[config.mk]
export PLATFORM = sky130hd
export DESIGN_NAME = pfb_sequencer_flat
export DESIGN_NICKNAME = d
export VERILOG_FILES = /design/src/rtl/pfb_sequencer_if.sv /design/src/rtl/pfb_sequencer.sv /design/src/flat_wrapper.sv
export SDC_FILE = /design/constraint.sdc
export NUM_CORES = 1
export LEC_CHECK = 0
export CAP_MARGIN = 20
export CORE_MARGIN = 2
export CORE_UTILIZATION = 49
export CTS_BUF_LIST = sky130_fd_sc_hd__clkbuf_4 sky130_fd_sc_hd__clkbuf_8 sky130_fd_sc_hd__clkbuf_16
export DETAILED_ROUTE_END_ITERATION = 12
export PLACE_DENSITY = 0.83
export SETUP_SLACK_MARGIN = 0.3
export SLEW_MARGIN = 20
export SYNTH_ARGS = -nofsm -noshare
export SYNTH_HDL_FRONTEND = slang
export SYNTH_SLANG_ARGS = --single-unit
[constraint.sdc]
create_clock -name clk_data -period 1.4 [get_ports clk_data]
set_input_delay 0.14 -clock clk_data [delete_from_list [all_inputs] [get_ports clk_data]]
set_output_delay 0.14 -clock clk_data [all_outputs]
set_load 0.02 [all_outputs]
[src/rtl/pfb_sequencer_if.sv]
// Control/coefficient/tagging bus between the polyphase filter sequencer and its surroundings.
// master drives requests and coefficient writes; slave is the sequencer.
interface pfb_sequencer_if #(
    parameter int unsigned NOF_CHANNELS = 2,
    parameter int unsigned NOF_TAPS     = 2,
    parameter int unsigned COEFF_WIDTH  = 16
);
    localparam int unsigned CHAN_W = $clog2(NOF_CHANNELS);
    localparam int unsigned ADDR_W = $clog2(NOF_CHANNELS * NOF_TAPS);

    logic                   enable;
    logic                   in_valid;
    logic                   coeff_wr_en;
    logic [ADDR_W-1:0]      coeff_wr_addr;
    logic [COEFF_WIDTH-1:0] coeff_wr_data;
    logic                   coeff_wr_ready;
    logic                   filt_valid;
    logic [COEFF_WIDTH-1:0] coeff_a;
    logic [COEFF_WIDTH-1:0] coeff_b;
    logic                   out_valid;
    logic                   out_sop;
    logic                   out_eop;
    logic [CHAN_W-1:0]      out_chan;
    logic                   busy;

    modport master (
        output enable, in_valid, coeff_wr_en, coeff_wr_addr, coeff_wr_data,
        input  coeff_wr_ready, filt_valid, coeff_a, coeff_b,
               out_valid, out_sop, out_eop, out_chan, busy
    );

    modport slave (
        input  enable, in_valid, coeff_wr_en, coeff_wr_addr, coeff_wr_data,
        output coeff_wr_ready, filt_valid, coeff_a, coeff_b,
               out_valid, out_sop, out_eop, out_chan, busy
    );
endinterface

[src/rtl/pfb_sequencer.sv]
// Sequencer and coefficient store for one polyphase filter branch: gates samples, supplies per-channel
// coefficients and tags filter outputs once the tap delay lines hold valid history.
// COEFF_DELAY and OUT_DELAY must both be >= 2, with COEFF_DELAY <= OUT_DELAY.
module pfb_sequencer #(
    parameter int unsigned NOF_CHANNELS = 2,
    parameter int unsigned NOF_TAPS     = 2,
    parameter int unsigned COEFF_WIDTH  = 16,
    parameter int unsigned COEFF_DELAY  = 2,
    parameter int unsigned OUT_DELAY    = 4
) (
    input  logic           clk_data,
    input  logic           rst_n,
    pfb_sequencer_if.slave bus
);
    localparam int unsigned CHAN_W    = $clog2(NOF_CHANNELS);
    localparam int unsigned MEM_DEPTH = NOF_CHANNELS * NOF_TAPS;
    localparam int unsigned ADDR_W    = $clog2(MEM_DEPTH);
    localparam int unsigned FRAME_W   = $clog2(NOF_TAPS + 1);
    localparam int unsigned OPIPE_N   = OUT_DELAY - 1;
    localparam int unsigned CFRONT    = COEFF_DELAY - 2;

    localparam logic [CHAN_W-1:0]  LAST_CHAN  = CHAN_W'(NOF_CHANNELS - 1);
    localparam logic [FRAME_W-1:0] FRAME_FULL = FRAME_W'(NOF_TAPS);

    typedef enum logic [1:0] {
        ST_IDLE   = 2'd0,
        ST_WARMUP = 2'd1,
        ST_RUN    = 2'd2,
        ST_DRAIN  = 2'd3
    } state_e;

    typedef struct packed {
        logic              acc;   // a sample was accepted
        logic              tagv;  // that sample produces a valid filter output
        logic [CHAN_W-1:0] chan;
    } tag_t;

    state_e                 state_q, state_d;
    logic [CHAN_W-1:0]      chan_q, chan_d;
    logic [FRAME_W-1:0]     frame_q, frame_d;
    logic [COEFF_WIDTH-1:0] mem_q [MEM_DEPTH];
    logic [COEFF_WIDTH-1:0] mem_d [MEM_DEPTH];
    tag_t                   opipe_q [OPIPE_N];
    tag_t                   opipe_d [OPIPE_N];
    tag_t                   out_q, out_d;
    logic                   out_sop_q, out_sop_d;
    logic                   out_eop_q, out_eop_d;
    logic [COEFF_WIDTH-1:0] coeff_a_q, coeff_a_d;
    logic [COEFF_WIDTH-1:0] coeff_b_q, coeff_b_d;
    logic                   wr_ready_q, wr_ready_d;
    logic                   busy_q, busy_d;

    logic                   accept_c;
    logic                   addr_ok_c;
    tag_t                   tag_c;

    assign accept_c  = bus.in_valid && (state_q != ST_IDLE);
    assign addr_ok_c = 32'(bus.coeff_wr_addr) < MEM_DEPTH;

    // Mode control plus channel/frame counters
    always_comb begin : p_fsm
        state_d = state_q;
        chan_d  = chan_q;
        frame_d = frame_q;

        if (accept_c) begin
            chan_d = chan_q + CHAN_W'(1);
            if ((chan_q == LAST_CHAN) && (frame_q != FRAME_FULL)) begin
                frame_d = frame_q + FRAME_W'(1);
            end
        end

        // Leaving WARMUP/RUN waits for the frame to close unless it is already closed
        case (state_q)
            ST_IDLE: begin
                if (bus.enable) begin
                    state_d = ST_WARMUP;
                    chan_d  = '0;
                    frame_d = '0;
                end
            end
            ST_WARMUP: begin
                if (!bus.enable) begin
                    state_d = (chan_d == '0) ? ST_IDLE : ST_DRAIN;
                end else if (frame_d == FRAME_FULL) begin
                    state_d = ST_RUN;
                end
            end
            ST_RUN: begin
                if (!bus.enable) begin
                    state_d = (chan_d == '0) ? ST_IDLE : ST_DRAIN;
                end
            end
            ST_DRAIN: begin
                if (chan_d == '0) begin
                    state_d = ST_IDLE;
                end
            end
            default: state_d = ST_IDLE;
        endcase
    end

    // Tag pipeline; its early stages also time the coefficient fetch
    always_comb begin : p_pipe
        tag_c.acc  = accept_c;
        tag_c.tagv = accept_c && (frame_q == FRAME_FULL);
        tag_c.chan = chan_q;

        opipe_d[0] = tag_c;
        for (int unsigned i = 1; i < OPIPE_N; i++) begin
            opipe_d[i] = opipe_q[i-1];
        end

        out_d = opipe_q[OPIPE_N-1];
        if (!out_d.tagv) begin
            out_d.chan = '0;
        end
        out_sop_d = out_d.tagv && (out_d.chan == '0);
        out_eop_d = out_d.tagv && (out_d.chan == LAST_CHAN);

        busy_d = (state_d != ST_IDLE) || out_d.acc;
        for (int unsigned i = 0; i < OPIPE_N; i++) begin
            busy_d = busy_d || opipe_d[i].acc;
        end
        wr_ready_d = (state_d == ST_IDLE);
    end

    // Coefficient fetch; holds the last pair between samples
    always_comb begin : p_coeff
        coeff_a_d = coeff_a_q;
        coeff_b_d = coeff_b_q;
        if (opipe_q[CFRONT].acc) begin
            coeff_a_d = mem_q[ADDR_W'(opipe_q[CFRONT].chan)];
            coeff_b_d = mem_q[ADDR_W'(NOF_CHANNELS) + ADDR_W'(opipe_q[CFRONT].chan)];
        end
    end

    // Coefficient store; writes only land while idle
    always_comb begin : p_mem
        mem_d = mem_q;
        if (bus.coeff_wr_en && wr_ready_q && addr_ok_c) begin
            mem_d[bus.coeff_wr_addr] = bus.coeff_wr_data;
        end
    end

    always_ff @(posedge clk_data or negedge rst_n) begin : p_regs
        if (!rst_n) begin
            state_q    <= ST_IDLE;
            chan_q     <= '0;
            frame_q    <= '0;
            out_q      <= '0;
            out_sop_q  <= 1'b0;
            out_eop_q  <= 1'b0;
            coeff_a_q  <= '0;
            coeff_b_q  <= '0;
            wr_ready_q <= 1'b1;
            busy_q     <= 1'b0;
            for (int unsigned i = 0; i < MEM_DEPTH; i++) begin
                mem_q[i] <= '0;
            end
            for (int unsigned i = 0; i < OPIPE_N; i++) begin
                opipe_q[i] <= '0;
            end
        end else begin
            state_q    <= state_d;
            chan_q     <= chan_d;
            frame_q    <= frame_d;
            out_q      <= out_d;
            out_sop_q  <= out_sop_d;
            out_eop_q  <= out_eop_d;
            coeff_a_q  <= coeff_a_d;
            coeff_b_q  <= coeff_b_d;
            wr_ready_q <= wr_ready_d;
            busy_q     <= busy_d;
            mem_q      <= mem_d;
            opipe_q    <= opipe_d;
        end
    end

    assign bus.filt_valid     = accept_c;
    assign bus.coeff_wr_ready = wr_ready_q;
    assign bus.coeff_a        = coeff_a_q;
    assign bus.coeff_b        = coeff_b_q;
    assign bus.out_valid      = out_q.tagv;
    assign bus.out_sop        = out_sop_q;
    assign bus.out_eop        = out_eop_q;
    assign bus.out_chan       = out_q.chan;
    assign bus.busy           = busy_q;

endmodule
[src/flat_wrapper.sv]
// flat-port wrapper written by rule: the top's interface ports become plain ports
module pfb_sequencer_flat 
#(
    parameter int unsigned NOF_CHANNELS = 2,
    parameter int unsigned NOF_TAPS     = 2,
    parameter int unsigned COEFF_WIDTH  = 16,
    parameter int unsigned COEFF_DELAY  = 2,
    parameter int unsigned OUT_DELAY    = 4
)
  (clk_data, rst_n, bus_enable, bus_in_valid, bus_coeff_wr_en, bus_coeff_wr_addr, bus_coeff_wr_data, bus_coeff_wr_ready, bus_filt_valid, bus_coeff_a, bus_coeff_b, bus_out_valid, bus_out_sop, bus_out_eop, bus_out_chan, bus_busy);
  pfb_sequencer_if #(.NOF_CHANNELS(NOF_CHANNELS), .NOF_TAPS(NOF_TAPS), .COEFF_WIDTH(COEFF_WIDTH)) bus_i ();
  input  logic clk_data;
  input  logic rst_n;
  input wire logic [$bits(bus_i.enable)-1:0] bus_enable;
  input wire logic [$bits(bus_i.in_valid)-1:0] bus_in_valid;
  input wire logic [$bits(bus_i.coeff_wr_en)-1:0] bus_coeff_wr_en;
  input wire logic [$bits(bus_i.coeff_wr_addr)-1:0] bus_coeff_wr_addr;
  input wire logic [$bits(bus_i.coeff_wr_data)-1:0] bus_coeff_wr_data;
  output wire logic [$bits(bus_i.coeff_wr_ready)-1:0] bus_coeff_wr_ready;
  output wire logic [$bits(bus_i.filt_valid)-1:0] bus_filt_valid;
  output wire logic [$bits(bus_i.coeff_a)-1:0] bus_coeff_a;
  output wire logic [$bits(bus_i.coeff_b)-1:0] bus_coeff_b;
  output wire logic [$bits(bus_i.out_valid)-1:0] bus_out_valid;
  output wire logic [$bits(bus_i.out_sop)-1:0] bus_out_sop;
  output wire logic [$bits(bus_i.out_eop)-1:0] bus_out_eop;
  output wire logic [$bits(bus_i.out_chan)-1:0] bus_out_chan;
  output wire logic [$bits(bus_i.busy)-1:0] bus_busy;
  assign bus_i.enable = bus_enable;
  assign bus_i.in_valid = bus_in_valid;
  assign bus_i.coeff_wr_en = bus_coeff_wr_en;
  assign bus_i.coeff_wr_addr = bus_coeff_wr_addr;
  assign bus_i.coeff_wr_data = bus_coeff_wr_data;
  assign bus_coeff_wr_ready = bus_i.coeff_wr_ready;
  assign bus_filt_valid = bus_i.filt_valid;
  assign bus_coeff_a = bus_i.coeff_a;
  assign bus_coeff_b = bus_i.coeff_b;
  assign bus_out_valid = bus_i.out_valid;
  assign bus_out_sop = bus_i.out_sop;
  assign bus_out_eop = bus_i.out_eop;
  assign bus_out_chan = bus_i.out_chan;
  assign bus_busy = bus_i.busy;
  pfb_sequencer #(.NOF_CHANNELS(NOF_CHANNELS), .NOF_TAPS(NOF_TAPS), .COEFF_WIDTH(COEFF_WIDTH), .COEFF_DELAY(COEFF_DELAY), .OUT_DELAY(OUT_DELAY)) u_core (.clk_data(clk_data), .rst_n(rst_n), .bus(bus_i));
endmodule
==> metrics.csv, run 1 <==
stage,metric,value,unit
critical_path,path_class,flip-flop to flip-flop,
grt,grtUsageTotal,21.6,%
power,finalPower,17.3,mW
finish,layout_commonest_cell,dfrtp_1,
die,io_pins,62,
grt,antenna_found_initial,0,
cts,cts_tree,yes,
finish,mostFrequentLayoutCells,"dfrtp_1 (112), buf_6 (56), mux2_2 (45), buf_4 (38), nor2_1 (35)",
critical_path,slowest_stage,dfstp_2,
min_path,holdCritPathClass,input port to async pin,
sta,relSlewSlack,65.8,%
critical_path,critical-path-max-stage-delay,0.57,ns
critical_path,startpoint_type,flip-flop,
finish,nNetsFinal,485,
finish,layout-drive-gt1-share,49.7,%
synthesis,synth_edf_count,0,
synthesis,ys_seq_area_share,62.5,%
synthesis,synth_top_area_share,61.9,%
critical_path,critical-path-top-delay-family,flip-flops,
critical_path,path_cells,"nand2_2, nor2_1, nand2_2, buf_6, mux2_4",
die,coreArea,9200,um2
cts,cts.sinks,115,
synthesis,syn-cell-area,4610,um2
job,max_cap_violations,0,
placement,placed_cells,513,
route,drc_errors,0,
sta,finalCritPeriodShare,106,%
sta,fin_crit,1.49,ns
grt,grt_start_max_net_pins,75,
placement,gp_congestion,0.749,
power,ir_drop,0.00134,V
route,drt-initial-drc-count,141,
finish,fin_util,73.5,%
sta,finClkSkew,0.00630,ns
sta,finalSetupViolCount,51,
cts,cts_root_buf,clkbuf_8,
critical_path,end_kind,flip-flop,
route,drt_wl_total,11.0,mm
finish,final_cell_count_no_fill,582,
die,dieHeight,101,um
route,wl_per_cell,19.0,um
grt,first_global_vias,3147,
placement,io_buffers,61,
route,first_pass_iters,5,
finish,syn_to_final_growth,46.7,%
finish,antennaDiodeCount,0,
critical_path,arrival,1.88,ns
grt,grt_first_pass_wirelength,16.5,mm
cts,numCtsBuffers,17,
synthesis,synth_nets,357,
critical_path,required,1.79,ns
synthesis,async_flop_share,100,%
sta,whs,0.198,ns
power,powerDensity,2570,nW/um2
synthesis,yosys.area.top_type,dfrtp_1,
critical_path,cp_num_buf_inv,1,
synthesis,ys_top_cells_by_area,"dfrtp_1 (62%), mux2_2 (13%), mux2i_1 (7.0%)",
synthesis,yosysWarnings,0,
power,power_leakage,3.12,nW
cts,clk-insertion-delay-late,0.51,ns
placement,post-dp-hpwl,5.80,mm
synthesis,ys_ff_latch,115,
synthesis,synth_ff_type,dfrtp_1,
die,row_count,35,
critical_path,crit_fanout,8,
sta,grt_setup_unrepaired,yes,
synthesis,synth.distinct_cells,34,
die,die_w,101,um
synthesis,synth_area_per_cell,13.8,um2
die,start_util,50.1,%
run_status,failed_checks,negative setup slack,
route,ant_nets,0,
run_status,outcome,"complete, but fails checks",
die,die-area,10200,um2
sta,slew_violations,0,
finish,fillers,557,
sta,final_hold_viol_count,0,
cts,cts_max_level,4,
route,vias,3137,
cts,clkTransAtPathRegs,0.05,ns
critical_path,cp_common_cell,nand2_2,
synthesis,synth_cells,333,
grt,grt.overflow.total,0,
cts,clockBufferDepth,2,
sta,worst_pin_slew,0.514,ns
sta,fmax,673,MHz
route,viasPerCell,5.39,
sta,setup_ws,-0.0862,ns
[repair_timing]
| action | 4_1_cts | 5_1_grt |
|---|---|---|
| pin swaps | 5 | 36 |
| hold buffers | 1 | 0 |
| hold endpoints to repair | 115 | 0 |
| endpoints found under the setup margin | 117 | 134 |
| cloned | 1 | 3 |
| gates resized for setup | 265 | 30 |
| buffers inserted | 20 | 15 |
[tightest hold or removal path, cell delays in order]
cell	delay, ns
dlygate4sd3_1	0.54
buf_4	0.13
buf_12	0.32
[stage by stage]
stage / cell area [um2] / setup WS (ns) / setup TNS (ns)
floorplan: 4660 / -0.182 / -3.29
global placement: 5520 / -0.190 / -9.35
detailed placement: 5520 / -0.222 / -10.94
CTS: 6420 / -0.0687 / -0.949
global route: 6760 / -0.133 / -4.95
finish: 6760 / -0.0862 / -2.06
[kinds of logic (layout without fill, tap and decap cells)]
| kind of cell | Yosys count | count (layout) | share of synthesized area, % |
|---|---|---|---|
| multiplexers | 96 | 96 | 23.4 |
| adder cells (fa/ha/maj) | 2 | 2 | 0.489 |
| XOR/XNOR | 2 | 2 | 0.380 |
| AND/OR/NAND/NOR | 53 | 53 | 5.49 |
| buffers and inverters | 19 | 157 | 2.28 |
| AO/OA/AOI/OAI | 46 | 46 | 5.43 |
| flip-flops | 115 | 115 | 62.5 |
[synthesized netlist by cell type (2+ instances only)]
cell and n:
clkbuf_1 7, inv_1 3, mux2_4 10, buf_4 2
o2bb2ai_1 2, buf_2 3, mux2i_1 32, a21oi_1 35
buf_6 3, dfrtp_1 114, mux2_2 54, and2_1 2
nor2b_1 2, nand2_1 2, nor2_1 38, nand3_1 2
o21ai_0 5
[flip-flops by register name, summed over array words and instances (netlist names), 2 cells and up]
| register | cells |
|---|---|
| u_core.bus.coeff_a | 16 |
| u_core.bus.coeff_b | 16 |
| u_core.frame_q | 2 |
| u_core.mem_q | 64 |
| u_core.opipe_d | 6 |
| u_core.opipe_q | 3 |
| u_core.state_q | 2 |
[area by class of cell]
| cell class | instances | area [um2] | share of cell area [%] |
|---|---|---|---|
| clock buffer | 24 | 498 | 7.37 |
| sequential | 115 | 2880 | 42.7 |
| tap | 111 | 139 | 2.06 |
| clock inverter | 5 | 27.5 | 0.407 |
| timing repair buffer | 125 | 1340 | 19.8 |
| inverter | 3 | 11.3 | 0.167 |
| multi-input combinational | 199 | 1860 | 27.5 |
[worst paths after layout]
kind | startpoint | end | slack (ns) | cells after the start
max | u_core.bus.coeff_wr_ready$_DFF_PN1_ | u_core.mem_q[40]$_DFFE_PN0P_ | -0.09 | 5
min | rst_n | u_core.bus.coeff_a[9]$_DFFE_PN0P_ | 0.20 | 3
max reg2reg | u_core.bus.coeff_wr_ready$_DFF_PN1_ | u_core.mem_q[40]$_DFFE_PN0P_ | -0.09 | 5
min reg2reg | u_core.opipe_d[0]$_DFF_PN0_ | u_core.opipe_q[0]$_DFF_PN0_ | 0.35 | 0
max in group asynchronous | rst_n | u_core.mem_q[3]$_DFFE_PN0P_ | 0.76 | 3
min in group clk_data | bus_coeff_wr_data[4] | u_core.mem_q[52]$_DFFE_PN0P_ | 0.34 | 2
[power by group]
group	total, mW	leakage, nW	switching, mW	internal [mW]
clock network	3.79	0.265	1.39	2.40
logic	7.43	1.49	3.15	4.28
registers	6.12	1.37	1.16	4.97
total	17.3	3.12	5.71	11.6
[per-layer routing]
layer / GRT usage, % / wire [um]
met1: 28.9 / 4700
met5: 0 / 0
met4: 8.21 / 91
met2: 33.3 / 5690
met3: 6.73 / 553
Note: power is estimated with default switching activity, not from simulation.
==> run 2, diff against run 1 <==
--- a/config.mk
+++ b/config.mk
@@ -6,10 +6,12 @@
 export NUM_CORES = 1
 export LEC_CHECK = 0
 export CAP_MARGIN = 20
+export CORE_ASPECT_RATIO = 1.1
 export CORE_MARGIN = 2
 export CORE_UTILIZATION = 49
 export CTS_BUF_LIST = sky130_fd_sc_hd__clkbuf_4 sky130_fd_sc_hd__clkbuf_8 sky130_fd_sc_hd__clkbuf_16
 export DETAILED_ROUTE_END_ITERATION = 12
+export GPL_TIMING_DRIVEN = 0
 export PLACE_DENSITY = 0.83
 export SETUP_SLACK_MARGIN = 0.3
 export SLEW_MARGIN = 20
==> run 2 against run 1 <==
  * Final cell count up 4.6%
  * Power up 9.8%
  * Clock skew about the same
  * Critical path depth up 1
  * The run still ends with negative setup slack left
  * Global-route usage up 4.4 points
  * Utilization up 3.9 points
  * Non-clock buffer count up 18
  * Sequential cell count unchanged
  * Final area up 6.0%
  * Wire length up 25%
==> metrics.csv, run 2 (synthesis results as in run 1) <==
stage,metric,value,unit,change
finish,multi_input_area,1920,um2,+3.4%
finish,antennaDiodeCount,0,,unchanged
sta,setup_ws,-0.205,ns,-0.119 ns
sta,fin_crit,1.60,ns,+0.119 ns
critical_path,crit_fanout,3,,-5
cts,cts.sinks,115,,unchanged
placement,io_buffers,61,,unchanged
critical_path,path_class,flip-flop to flip-flop,,
cts,clockBufferDepth,2,,unchanged
die,die-area,10200,um2,about the same
finish,mostFrequentLayoutCells,"dfrtp_1 (111), buf_6 (55), buf_4 (41), mux2_2 (38), nor2_1 (34)",,
die,coreArea,9260,um2,+0.68%
finish,largest_register_ffs,64,,unchanged
route,wl_per_cell,22.6,um,+19%
placement,post-place-ws,-0.428,ns,-0.207 ns
sta,slew_violations,0,,unchanged
finish,fillers,515,,-7.5%
sta,worst_pin_slew,0.509,ns,-0.00500 ns
grt,grt.overflow.total,0,,unchanged
sta,finalSetupViolCount,66,,+29%
cts,clkTransAtPathRegs,0.06,ns,about the same
route,ant_nets,0,,unchanged
route,drt_wl_total,13.7,mm,+25%
route,drc_errors,0,,unchanged
power,powerDensity,2660,nW/um2,+3.6%
grt,grtUsageTotal,26.0,%,+4.4 points
min_path,holdCritPathClass,input port to async pin,,
cts,cts_max_level,4,,unchanged
die,start_util,49.7,%,-0.34 points
die,die_w,96.4,um,-4.5%
run_status,outcome,"complete, but fails checks",,
critical_path,required,1.81,ns,+0.02 ns
sta,finalCritPeriodShare,115,%,+8.5 points
finish,nNetsFinal,503,,+3.7%
finish,regMostFlops,u_core.mem_q,,
power,ir_drop,0.00167,V,+25%
run_status,failed_checks,negative setup slack,,
cts,cts_root_buf,clkbuf_8,,
cts,numCtsBuffers,17,,unchanged
grt,grt_start_max_net_pins,65,,-13%
route,vias,3396,,+8.3%
cts,clk-insertion-delay-late,0.52,ns,about the same
sta,relSlewSlack,66.1,%,+0.33 points
critical_path,arrival,2.02,ns,+0.14 ns
sta,fmax,623,MHz,-7.4%
placement,gp_congestion,0.733,,-2.2%
grt,first_global_vias,3542,,+13%
sta,finClkSkew,0.00589,ns,-0.000411 ns
route,viasPerCell,5.58,,+3.5%
finish,final_cell_count_no_fill,609,,+4.6%
sta,grt_setup_unrepaired,yes,,
finish,layout-drive-gt1-share,52.2,%,+2.6 points
route,first_pass_iters,4,,-1
grt,grt_first_pass_wirelength,19.0,mm,+16%
finish,layout.area.seq,2880,um2,about the same
finish,layout_commonest_cell,dfrtp_1,,
critical_path,end_kind,flip-flop,,
finish,syn_to_final_growth,55.5,%,
sta,final_hold_viol_count,0,,unchanged
route,drt-initial-drc-count,257,,+82%
placement,placed_cells,512,,-0.19%
cts,cts_tree,yes,,
grt,antenna_found_initial,0,,unchanged
die,io_pins,62,,unchanged
job,max_cap_violations,0,,unchanged
placement,post-dp-hpwl,6.21,mm,+7.1%
die,dieHeight,106,um,+4.7%
critical_path,startpoint_type,flip-flop,,
power,power_leakage,3.32,nW,+6.3%
die,row_count,37,,+5.7%
-- run 2: changes by cell type in the layout (fill, tap and decap cells not counted), sizes merged --
cell / before / now
bufinv: 0 / 3
inv: 3 / 4
buf: 100 / 116
clkbuf: 27 / 24
clkinv: 4 / 6
clkinvlp: 1 / 3
-- run 2: worst max-delay path, stage by stage, from the launching register on --
cell     delay (ns)
dfstp_2        0.58
nand2_4        0.07
nor3_4         0.20
buf_4          0.17
buf_6          0.09
buf_6          0.10
mux2_4         0.29
-- run 2: metal layers --
layer / vias to the layer above / track usage (%) / part of all wire, % / routed length, um
met5: - / 0 / 0 / 0
li1: 1465 / - / - / -
met2: 125 / 43.9 / 55 / 7520
met4: 0 / 10.4 / 3.8 / 525
met1: 1761 / 30.8 / 36 / 5010
met3: 45 / 7.58 / 4.9 / 678
-- run 2: stage by stage --
stage	power [mW]	TNS (ns)	util [%]	hold slack (ns)	instance area [um2]
after floorplan	9.19	-3.29	-	-0.156	4660
after detailed placement	11.2	-20.36	58.9	0.123	5450
final	19.0	-8.51	77.3	0.119	7160
after global routing	19.8	-10.15	77.3	0.181	7160
after CTS	17.5	-7.88	72.9	0.141	6750
after global placement	11.0	-474.29	58.6	0.333	5420
-- run 2: area by class of cell --
| type | count | share of cell area, % |
|---|---|---|
| plain buffers | 16 | 3.06 |
| clock buffers | 19 | 6.08 |
| clock inverters | 13 | 2.22 |
| inverters | 3 | 0.157 |
| multi-input cells | 199 | 26.9 |
| flip-flops and latches | 115 | 40.3 |
| well taps | 117 | 2.04 |
| repair buffers | 127 | 19.3 |
-- run 2: worst paths after layout --
check                                                    startpoint                             endpoint  slack (ns)  depth (start not counted)
worst max-delay path            u_core.bus.coeff_wr_ready$_DFF_PN1_         u_core.mem_q[52]$_DFFE_PN0P_       -0.20                          6
worst min-delay path                                          rst_n          u_core.mem_q[3]$_DFFE_PN0P_        0.12                          2
worst max register to register  u_core.bus.coeff_wr_ready$_DFF_PN1_         u_core.mem_q[52]$_DFFE_PN0P_       -0.20                          6
worst min register to register          u_core.opipe_d[0]$_DFF_PN0_          u_core.opipe_q[0]$_DFF_PN0_        0.35                          0
max in group asynchronous                                     rst_n  u_core.bus.coeff_wr_ready$_DFF_PN1_        0.57                          3
min in group clk_data                         bus_coeff_wr_data[15]         u_core.mem_q[47]$_DFFE_PN0P_        0.33                          2
-- run 2: timing repair --
item	CTS	global route
cloned	4	1
hold buffers	1	0
buffers inserted	36	23
hold endpoints to repair	51	0
pin swaps	31	10
setup endpoints to repair	142	141
gates resized for setup	292	55
-- run 2: where the power goes --
part | internal [mW] | switching (mW) | leakage [nW] | total (mW)
Sequential | 4.97 | 1.30 | 1.37 | 6.27
Clock | 2.77 | 1.63 | 0.287 | 4.40
Combinational | 4.79 | 3.59 | 1.66 | 8.38
